--- src/rtl/tcpc_pkg.sv ---
// Shared TCPC definitions: transmit builder state encodings, SOP type codes
// and the USB PD CRC-32 constants used by both the TX builder and RX checker.
package tcpc_pkg;

    // One-hot state encoding for the transmit message builder.
    typedef enum logic [6:0] {
        ST_IDLE      = 7'b000_0001,
        ST_CHECK_BUS = 7'b000_0010,
        ST_FETCH     = 7'b000_0100,
        ST_SEND_DATA = 7'b000_1000,
        ST_SEND_CRC  = 7'b001_0000,
        ST_DONE      = 7'b010_0000,
        ST_DISCARD   = 7'b100_0000
    } tx_state_e;

    // SOP type codes as carried in TRANSMIT[2:0].
    localparam logic [2:0] SOP_TYPE_SOP         = 3'd0;
    localparam logic [2:0] SOP_TYPE_SOP_P       = 3'd1;
    localparam logic [2:0] SOP_TYPE_SOP_PP      = 3'd2;
    localparam logic [2:0] SOP_TYPE_HARD_RESET  = 3'd5;
    localparam logic [2:0] SOP_TYPE_CABLE_RESET = 3'd6;
    localparam logic [2:0] SOP_TYPE_BIST        = 3'd7;

    // CRC-32 constants in conventional (MSB-first) notation.
    localparam logic [31:0] CRC_POLY     = 32'h04C1_1DB7;
    localparam logic [31:0] CRC_INIT     = 32'hFFFF_FFFF;
    localparam logic [31:0] CRC_RESIDUAL = 32'hC704_DD7B;

    // Bit-reverse a 32-bit word; the LSB-first CRC register runs on the mirrored polynomial.
    function automatic logic [31:0] reflect32(input logic [31:0] v);
        logic [31:0] r;
        r = '0;
        for (int i = 0; i < 32; i++) begin
            r[i] = v[31-i];
        end
        return r;
    endfunction

    localparam logic [31:0] CRC_POLY_REFL = reflect32(CRC_POLY);

endpackage

--- src/rtl/crc32_pd_byte.sv ---
// USB PD CRC-32 single-byte update, bits consumed LSB first.
// Register is held in reflected form, so the transmitted CRC is simply its
// complement sent least significant byte first.
module crc32_pd_byte
    import tcpc_pkg::*;
(
    input  logic [31:0] crc_in,
    input  logic [7:0]  byte_in,
    output logic [31:0] crc_out
);

    // Eight reflected shift/XOR steps unrolled into one combinational stage.
    always_comb begin
        // NOTE: every variable written in always_comb gets a value first, so no path can leave it holding state (a latch).
        crc_out = crc_in ^ {24'h00_0000, byte_in};
        for (int i = 0; i < 8; i++) begin
            crc_out = crc_out[0] ? ((crc_out >> 1) ^ CRC_POLY_REFL) : (crc_out >> 1);
        end
    end

endmodule

--- src/rtl/tx_msg_builder.sv ---
// Transmit message builder: on PassBytes, checks the CC bus, streams header,
// data and CRC-32 bytes to the PHY and reports sent/discarded to the FSM.
// Optional build macro TX_BIST_CARRIER_EN: SOP type 3'b111 sends BIST_BYTES
// bytes of 0xAA with no buffer reads and no CRC.
module tx_msg_builder
    import tcpc_pkg::*;
#(
    parameter int ADDR_W     = 5,
    parameter int BUF_DEPTH  = 30,
    parameter int BIST_BYTES = 64
) (
    input  logic              clk,
    input  logic              reset,
    input  logic              PassBytes,
    input  logic [7:0]        TRANSMIT,
    input  logic [7:0]        TX_BUF_BYTE_COUNT,
    input  logic              bus_idle,
    output logic [ADDR_W-1:0] buf_rd_addr,
    input  logic [7:0]        buf_rd_data,
    output logic [7:0]        phy_tx_data,
    output logic [2:0]        phy_tx_sop,
    output logic              phy_tx_last,
    output logic              phy_tx_valid,
    input  logic              phy_tx_ready,
    output logic              MessageSentToPhy,
    output logic              MessageDiscardedBusIdle
);

    localparam logic [ADDR_W:0] MAX_LEN = (ADDR_W+1)'(BUF_DEPTH);
    localparam logic [ADDR_W:0] MIN_LEN = (ADDR_W+1)'(2);
    localparam logic [ADDR_W:0] IDX_ONE = (ADDR_W+1)'(1);

    tx_state_e       state_q, state_d;
    logic            armed_q;
    logic [ADDR_W:0] len_q, idx_q, idx_inc, len_clamped;
    logic [31:0]     crc_q, crc_next;
    logic [1:0]      crc_cnt_q;
    logic            accept, last_data;
    logic            is_bist, bist_final, bist_penult;
    logic            unused_transmit_hi;

    assign accept             = phy_tx_valid & phy_tx_ready;
    assign idx_inc            = idx_q + IDX_ONE;
    assign last_data          = (idx_inc == len_q);
    assign unused_transmit_hi = ^TRANSMIT[7:3];

    crc32_pd_byte u_crc (
        .crc_in  (crc_q),
        .byte_in (phy_tx_data),
        .crc_out (crc_next)
    );

    // Clamp the requested byte count to a header-only minimum and the buffer depth.
    always_comb begin
        if (TX_BUF_BYTE_COUNT < 8'd2) begin
            len_clamped = MIN_LEN;
        end else if (TX_BUF_BYTE_COUNT > 8'(BUF_DEPTH)) begin
            len_clamped = MAX_LEN;
        end else begin
            len_clamped = TX_BUF_BYTE_COUNT[ADDR_W:0];
        end
    end

`ifdef TX_BIST_CARRIER_EN
    localparam int BIST_W = $clog2(BIST_BYTES + 1);

    logic              bist_q;
    logic [BIST_W-1:0] bist_cnt_q;

    assign is_bist     = bist_q;
    assign bist_final  = (bist_cnt_q == BIST_W'(BIST_BYTES - 1));
    assign bist_penult = (bist_cnt_q == BIST_W'(BIST_BYTES - 2));

    // Remember carrier mode at frame start and count carrier bytes accepted.
    always_ff @(posedge clk or negedge reset) begin
        if (!reset) begin
            bist_q     <= 1'b0;
            bist_cnt_q <= '0;
        end else if (state_q == ST_IDLE && PassBytes && armed_q) begin
            bist_q     <= (TRANSMIT[2:0] == SOP_TYPE_BIST);
            bist_cnt_q <= '0;
        end else if (state_q == ST_SEND_DATA && accept && bist_q) begin
            bist_cnt_q <= bist_cnt_q + BIST_W'(1);
        end
    end
`else
    localparam int unused_bist_bytes = BIST_BYTES;

    assign is_bist     = 1'b0;
    assign bist_final  = 1'b0;
    assign bist_penult = 1'b0;
`endif

    // State register.
    always_ff @(posedge clk or negedge reset) begin
        // NOTE: clocked state uses non-blocking assignments so every flop samples pre-edge values.
        if (!reset) begin
            state_q <= ST_IDLE;
        end else begin
            state_q <= state_d;
        end
    end

    // Next-state decode plus the buffer read address and the outcome pulses.
    always_comb begin
        state_d                 = state_q;
        buf_rd_addr             = '0;
        MessageSentToPhy        = 1'b0;
        MessageDiscardedBusIdle = 1'b0;
        case (state_q)
            ST_IDLE: begin
                if (PassBytes && armed_q) state_d = ST_CHECK_BUS;
            end
            ST_CHECK_BUS: begin
                if (!bus_idle)    state_d = ST_DISCARD;
                else if (is_bist) state_d = ST_SEND_DATA;
                else              state_d = ST_FETCH;
            end
            ST_FETCH: begin
                state_d = ST_SEND_DATA;
            end
            ST_SEND_DATA: begin
                if (accept) begin
                    if (is_bist) begin
                        if (bist_final) state_d = ST_DONE;
                    end else if (last_data) begin
                        state_d = ST_SEND_CRC;
                    end else begin
                        buf_rd_addr = idx_inc[ADDR_W-1:0];
                        state_d     = ST_FETCH;
                    end
                end
            end
            ST_SEND_CRC: begin
                if (accept && crc_cnt_q == 2'd3) state_d = ST_DONE;
            end
            ST_DONE: begin
                MessageSentToPhy = 1'b1;
                state_d          = ST_IDLE;
            end
            ST_DISCARD: begin
                MessageDiscardedBusIdle = 1'b1;
                state_d                 = ST_IDLE;
            end
            default: state_d = ST_IDLE;
        endcase
    end

    // Datapath: arming, frame parameters, byte/CRC staging and the PHY handshake.
    always_ff @(posedge clk or negedge reset) begin
        if (!reset) begin
            armed_q      <= 1'b1;
            len_q        <= '0;
            idx_q        <= '0;
            crc_q        <= CRC_INIT;
            crc_cnt_q    <= '0;
            phy_tx_data  <= '0;
            phy_tx_sop   <= '0;
            phy_tx_last  <= 1'b0;
            phy_tx_valid <= 1'b0;
        end else begin
            case (state_q)
                ST_IDLE: begin
                    if (!PassBytes) begin
                        armed_q <= 1'b1;
                    end else if (armed_q) begin
                        armed_q    <= 1'b0;
                        phy_tx_sop <= TRANSMIT[2:0];
                        len_q      <= len_clamped;
                    end
                end
                ST_CHECK_BUS: begin
                    if (bus_idle) begin
                        idx_q <= '0;
                        if (is_bist) begin
                            phy_tx_data  <= 8'hAA;
                            phy_tx_valid <= 1'b1;
                            phy_tx_last  <= (BIST_BYTES == 1);
                        end
                    end
                end
                ST_FETCH: begin
                    phy_tx_data  <= buf_rd_data;
                    phy_tx_valid <= 1'b1;
                end
                ST_SEND_DATA: begin
                    if (accept) begin
                        if (is_bist) begin
                            if (bist_final) begin
                                phy_tx_valid <= 1'b0;
                                phy_tx_last  <= 1'b0;
                            end else begin
                                phy_tx_last <= bist_penult;
                            end
                        end else begin
                            idx_q <= idx_inc;
                            crc_q <= crc_next;
                            if (last_data) begin
                                // First CRC byte goes out straight away; valid stays high.
                                phy_tx_data <= ~crc_next[7:0];
                                crc_cnt_q   <= '0;
                            end else begin
                                phy_tx_valid <= 1'b0;
                            end
                        end
                    end
                end
                ST_SEND_CRC: begin
                    if (accept) begin
                        if (crc_cnt_q == 2'd3) begin
                            phy_tx_valid <= 1'b0;
                            phy_tx_last  <= 1'b0;
                        end else begin
                            phy_tx_data <= ~crc_q[15:8];
                            crc_q       <= {8'h00, crc_q[31:8]};
                            crc_cnt_q   <= crc_cnt_q + 2'd1;
                            phy_tx_last <= (crc_cnt_q == 2'd2);
                        end
                    end
                end
                ST_DONE: begin
                    crc_q <= CRC_INIT;
                end
                default: ;
            endcase
        end
    end

endmodule

--- config.mk ---
export PLATFORM = sky130hd
export DESIGN_NAME = tx_msg_builder
export DESIGN_NICKNAME = d
export VERILOG_FILES = /design/src/rtl/tcpc_pkg.sv /design/src/rtl/crc32_pd_byte.sv /design/src/rtl/tx_msg_builder.sv
export SDC_FILE = /design/constraint.sdc
export NUM_CORES = 1
export LEC_CHECK = 0
export ABC_AREA = 1
export BUFFER_PORTS_ARGS = -buffer_cell sky130_fd_sc_hd__buf_4
export CAP_MARGIN = 20
export CORE_UTILIZATION = 35
export DETAILED_ROUTE_END_ITERATION = 10
export PLACE_DENSITY = 0.55
export SETUP_SLACK_MARGIN = 0.2
export SLEW_MARGIN = 0
export SYNTH_ARGS = -nofsm -noshare
export SYNTH_HDL_FRONTEND = slang
export SYNTH_SLANG_ARGS = --single-unit
--- constraint.sdc ---
create_clock -name clk -period 2.5 [get_ports clk]
set_clock_uncertainty 0.2 [all_clocks]
set_input_delay 0 -clock clk [delete_from_list [all_inputs] [get_ports clk]]
set_output_delay 0 -clock clk [all_outputs]
set_load 0.005 [all_outputs]
==> metrics <==
max-cap viol count=0; # diodes=0; Yosys cell types=39; first-pass GRT wire length=21250 um; CP Data Required Time=2.55 ns; cell count after synthesis=688; half-perimeter wire length after placement=9172 um; Yosys top cell area share=21.39%; CTS tree=yes; Seq/Total Area, Yosys=36.70%; I/O pin count=49; Design Power=7288 uW; gpl congestion=0.8274; number of global-route vias before repair=4158; Via-to-Cell Ratio=4.861; Slew headroom=41.25%; WL final=13080 um; status=completed; syn avg cell area=6.809 um2; top_reg_cell synth=dfstp_2; initial core utilization=36.53%; most frequent cell after synthesis=nand2_1; crit path kind=reg2reg; NetSw=3364 uW; Yosys warning total=0; final worst-path cycle share=85.95%; crit path DAT=2.20 ns; Net Count, Synth=720; EDFF count, synth=0; FMAX=465.4 MHz; pin count of the biggest net entering global routing=68; drt wl/cell=13.85 um; core box area=12820 um2; final hold vios=0; total number of vias=4589; FP Rows=41; Die X=117.7 um; Sw Ratio=46.16%; top post-synthesis cells by area=nand2_1, dfstp_2, dfrtp_1; Reg power frac=25.9%; Port Buffers=43; fraction of layout cells with a size suffix above 1=19.95%; crit path launch type=flop; slew of the pin with the lowest slew margin=0.8812 ns; GRT overflow=0; DR iter-0 viols=359; Setup TNS=0 ns; initial antenna violation count=0; Area Growth Syn to Fin=24.81%; Cell Pwr Density=1246 nW/um2; post-route minimum period=2.149 ns; Synth Cell Area=4684 um2; H-tree depth=3; most common library cells after synthesis=nand2_1, inv_1, nand3_1, nor2_1; worst skew pair latency=0.34 ns; Layout Utilization=45.59%; LEAKAGE=0.002997 uW; cell taking the most area after synthesis=nand2_1; # setup viols final=0; CTS root buf=clkbuf_16; CTS Sinks=67; Cell Area, Placed=5226 um2; Crit. End Element=flop; Comb pwr share=55.8%; count of final max-slew check failures=0; crit path max fanout=6; P_int=3924 uW; VDD IR max=0.4114 mV; die height=117.7 um; Post-DRT Antenna Nets=0; # DRC=0; Fillers=1280; total iterations of the first detailed-routing run=5; fin area=5847 um2; Async SR Flop Fraction=100.0%; Total GRT Usage=19.38%; Longest Clk Path Bufs=2; clk slew on worst S/H paths=0.06 ns; total die area=13850 um2; Clock power frac=18.3%; Synth Register Bits=67; Num CTS Buffers=9; setup repair after global routing missed its margin=no; worst min-delay path class=in2async; Final nets=799
[per-stage QoR]
step | cells | setup slack, ns | hold WS (ns)
floorplan | 688 | 0.6378 | -0.4956
global placement | 901 | 0.3647 | -0.03326
detailed placement | 901 | 0.3068 | -0.03380
CTS | 943 | 0.2116 | 0.1597
global route | 944 | 0.2054 | 0.1735
finish | 944 | 0.3513 | 0.1251
[metal layers]
layer / wire length, um / track usage [%] / share of wire, %
met1: 6368 / 27.36 / 49
met2: 6073 / 30.51 / 46
met3: 471 / 2.762 / 3.6
met4: 165 / 5.769 / 1.3
met5: 0 / 0 / 0
[cell type report]
type / instances / area [um2] / share of cell area (%)
Clock buffer: 11 / 252.7 / 4.323
Clock inverter: 5 / 60.06 / 1.027
Inverter: 80 / 300.3 / 5.136
Multi-Input combinational cell: 526 / 2614 / 44.70
Sequential cell: 67 / 1719 / 29.40
Tap cell: 172 / 215.2 / 3.681
Timing Repair Buffer: 83 / 685.7 / 11.73
[state kept, by name, indices dropped and copies added (netlist names)]
| name | count |
|---|---|
| crc_q | 32 |
| phy_tx_data | 8 |
| state_q | 7 |
| idx_q | 6 |
| len_q | 6 |
| phy_tx_sop | 3 |
| crc_cnt_q | 2 |
| armed_q | 1 |
| phy_tx_last | 1 |
| phy_tx_valid | 1 |
[power by group through the flow]
stage                     Combinational [uW]  Sequential (uW)  Clock (uW)
after floorplan                         3010             1820           0
after global placement                  3840             1890           0
after detailed placement                3940             1900           0
after CTS                               3990             1890        1360
after global routing                    4620             1940        1410
final                                   4070             1880        1330
[timing repair]
action,in CTS,in global routing
pin swaps,0,5
hold endpoints to repair,57,0
setup endpoints to repair,1,18
resized for setup,1,9
buffers inserted,0,2
hold buffers,26,0
[cell families (layout without fill, tap and decap cells)]
kind of cell	after synthesis	after routing	synth area share, %
AO/OA/AOI/OAI	81	81	9.802
XOR/XNOR	39	39	7.292
adder cells (fa/ha/maj)	3	3	0.8014
buffers and inverters	95	179	8.413
flip-flops	67	67	36.70
multiplexers	1	1	0.2404
AND/OR/NAND/NOR	402	402	36.75
[cell usage in the layout, fill, tap and decap left out, drive strengths merged]
cell / synthesis / layout
nand2: 279 / 279
inv: 80 / 81
buf: 11 / 58
nand3: 57 / 57
nor2: 49 / 49
a21oi: 39 / 39
dfstp: 34 / 34
dfrtp: 33 / 33
o21ai: 33 / 33
xor2: 29 / 29
dlygate4sd3: 0 / 25
clkbuf: 4 / 11
xnor2: 10 / 10
nand4: 5 / 5
or2: 4 / 4
nor3: 3 / 3
nor4: 3 / 3
ha: 3 / 3
nand3b: 2 / 2
o22a: 2 / 2
a31oi: 2 / 2
a22oi: 2 / 2
clkinv: 0 / 2
o211ai: 1 / 1
mux2: 1 / 1
a2bb2oi: 1 / 1
o31ai: 1 / 1
clkinvlp: 0 / 1
bufinv: 0 / 1
[worst paths after layout]
check	start	to	slack (ns)	cells after the start
setup / recovery	crc_q[1]$_DFFE_PN1P_	crc_q[26]$_DFFE_PN1P_	0.35	10
hold / removal	reset	state_q[6]$_DFFE_PN0P_	0.13	2
setup reg to reg	crc_q[1]$_DFFE_PN1P_	crc_q[26]$_DFFE_PN1P_	0.35	10
hold reg to reg	crc_q[5]$_DFFE_PN1P_	crc_q[5]$_DFFE_PN1P_	0.29	2
max in group asynchronous	reset	phy_tx_data[4]$_DFFE_PN0P_	1.41	2
min in group clk	bus_idle	state_q[6]$_DFFE_PN0P_	0.17	3
[worst max-delay path, cell delays in order (launching register included)]
cell and delay (ns):
dfstp_2 0.54, nand2_1 0.05, nand2_1 0.25, nand2_1 0.11, nand2_2 0.17, nand2_1 0.10, nand2_2 0.15, inv_1 0.14
nand2_1 0.09, nand3_1 0.09, a22oi_1 0.17
Power figures use the tool's default switching activity.
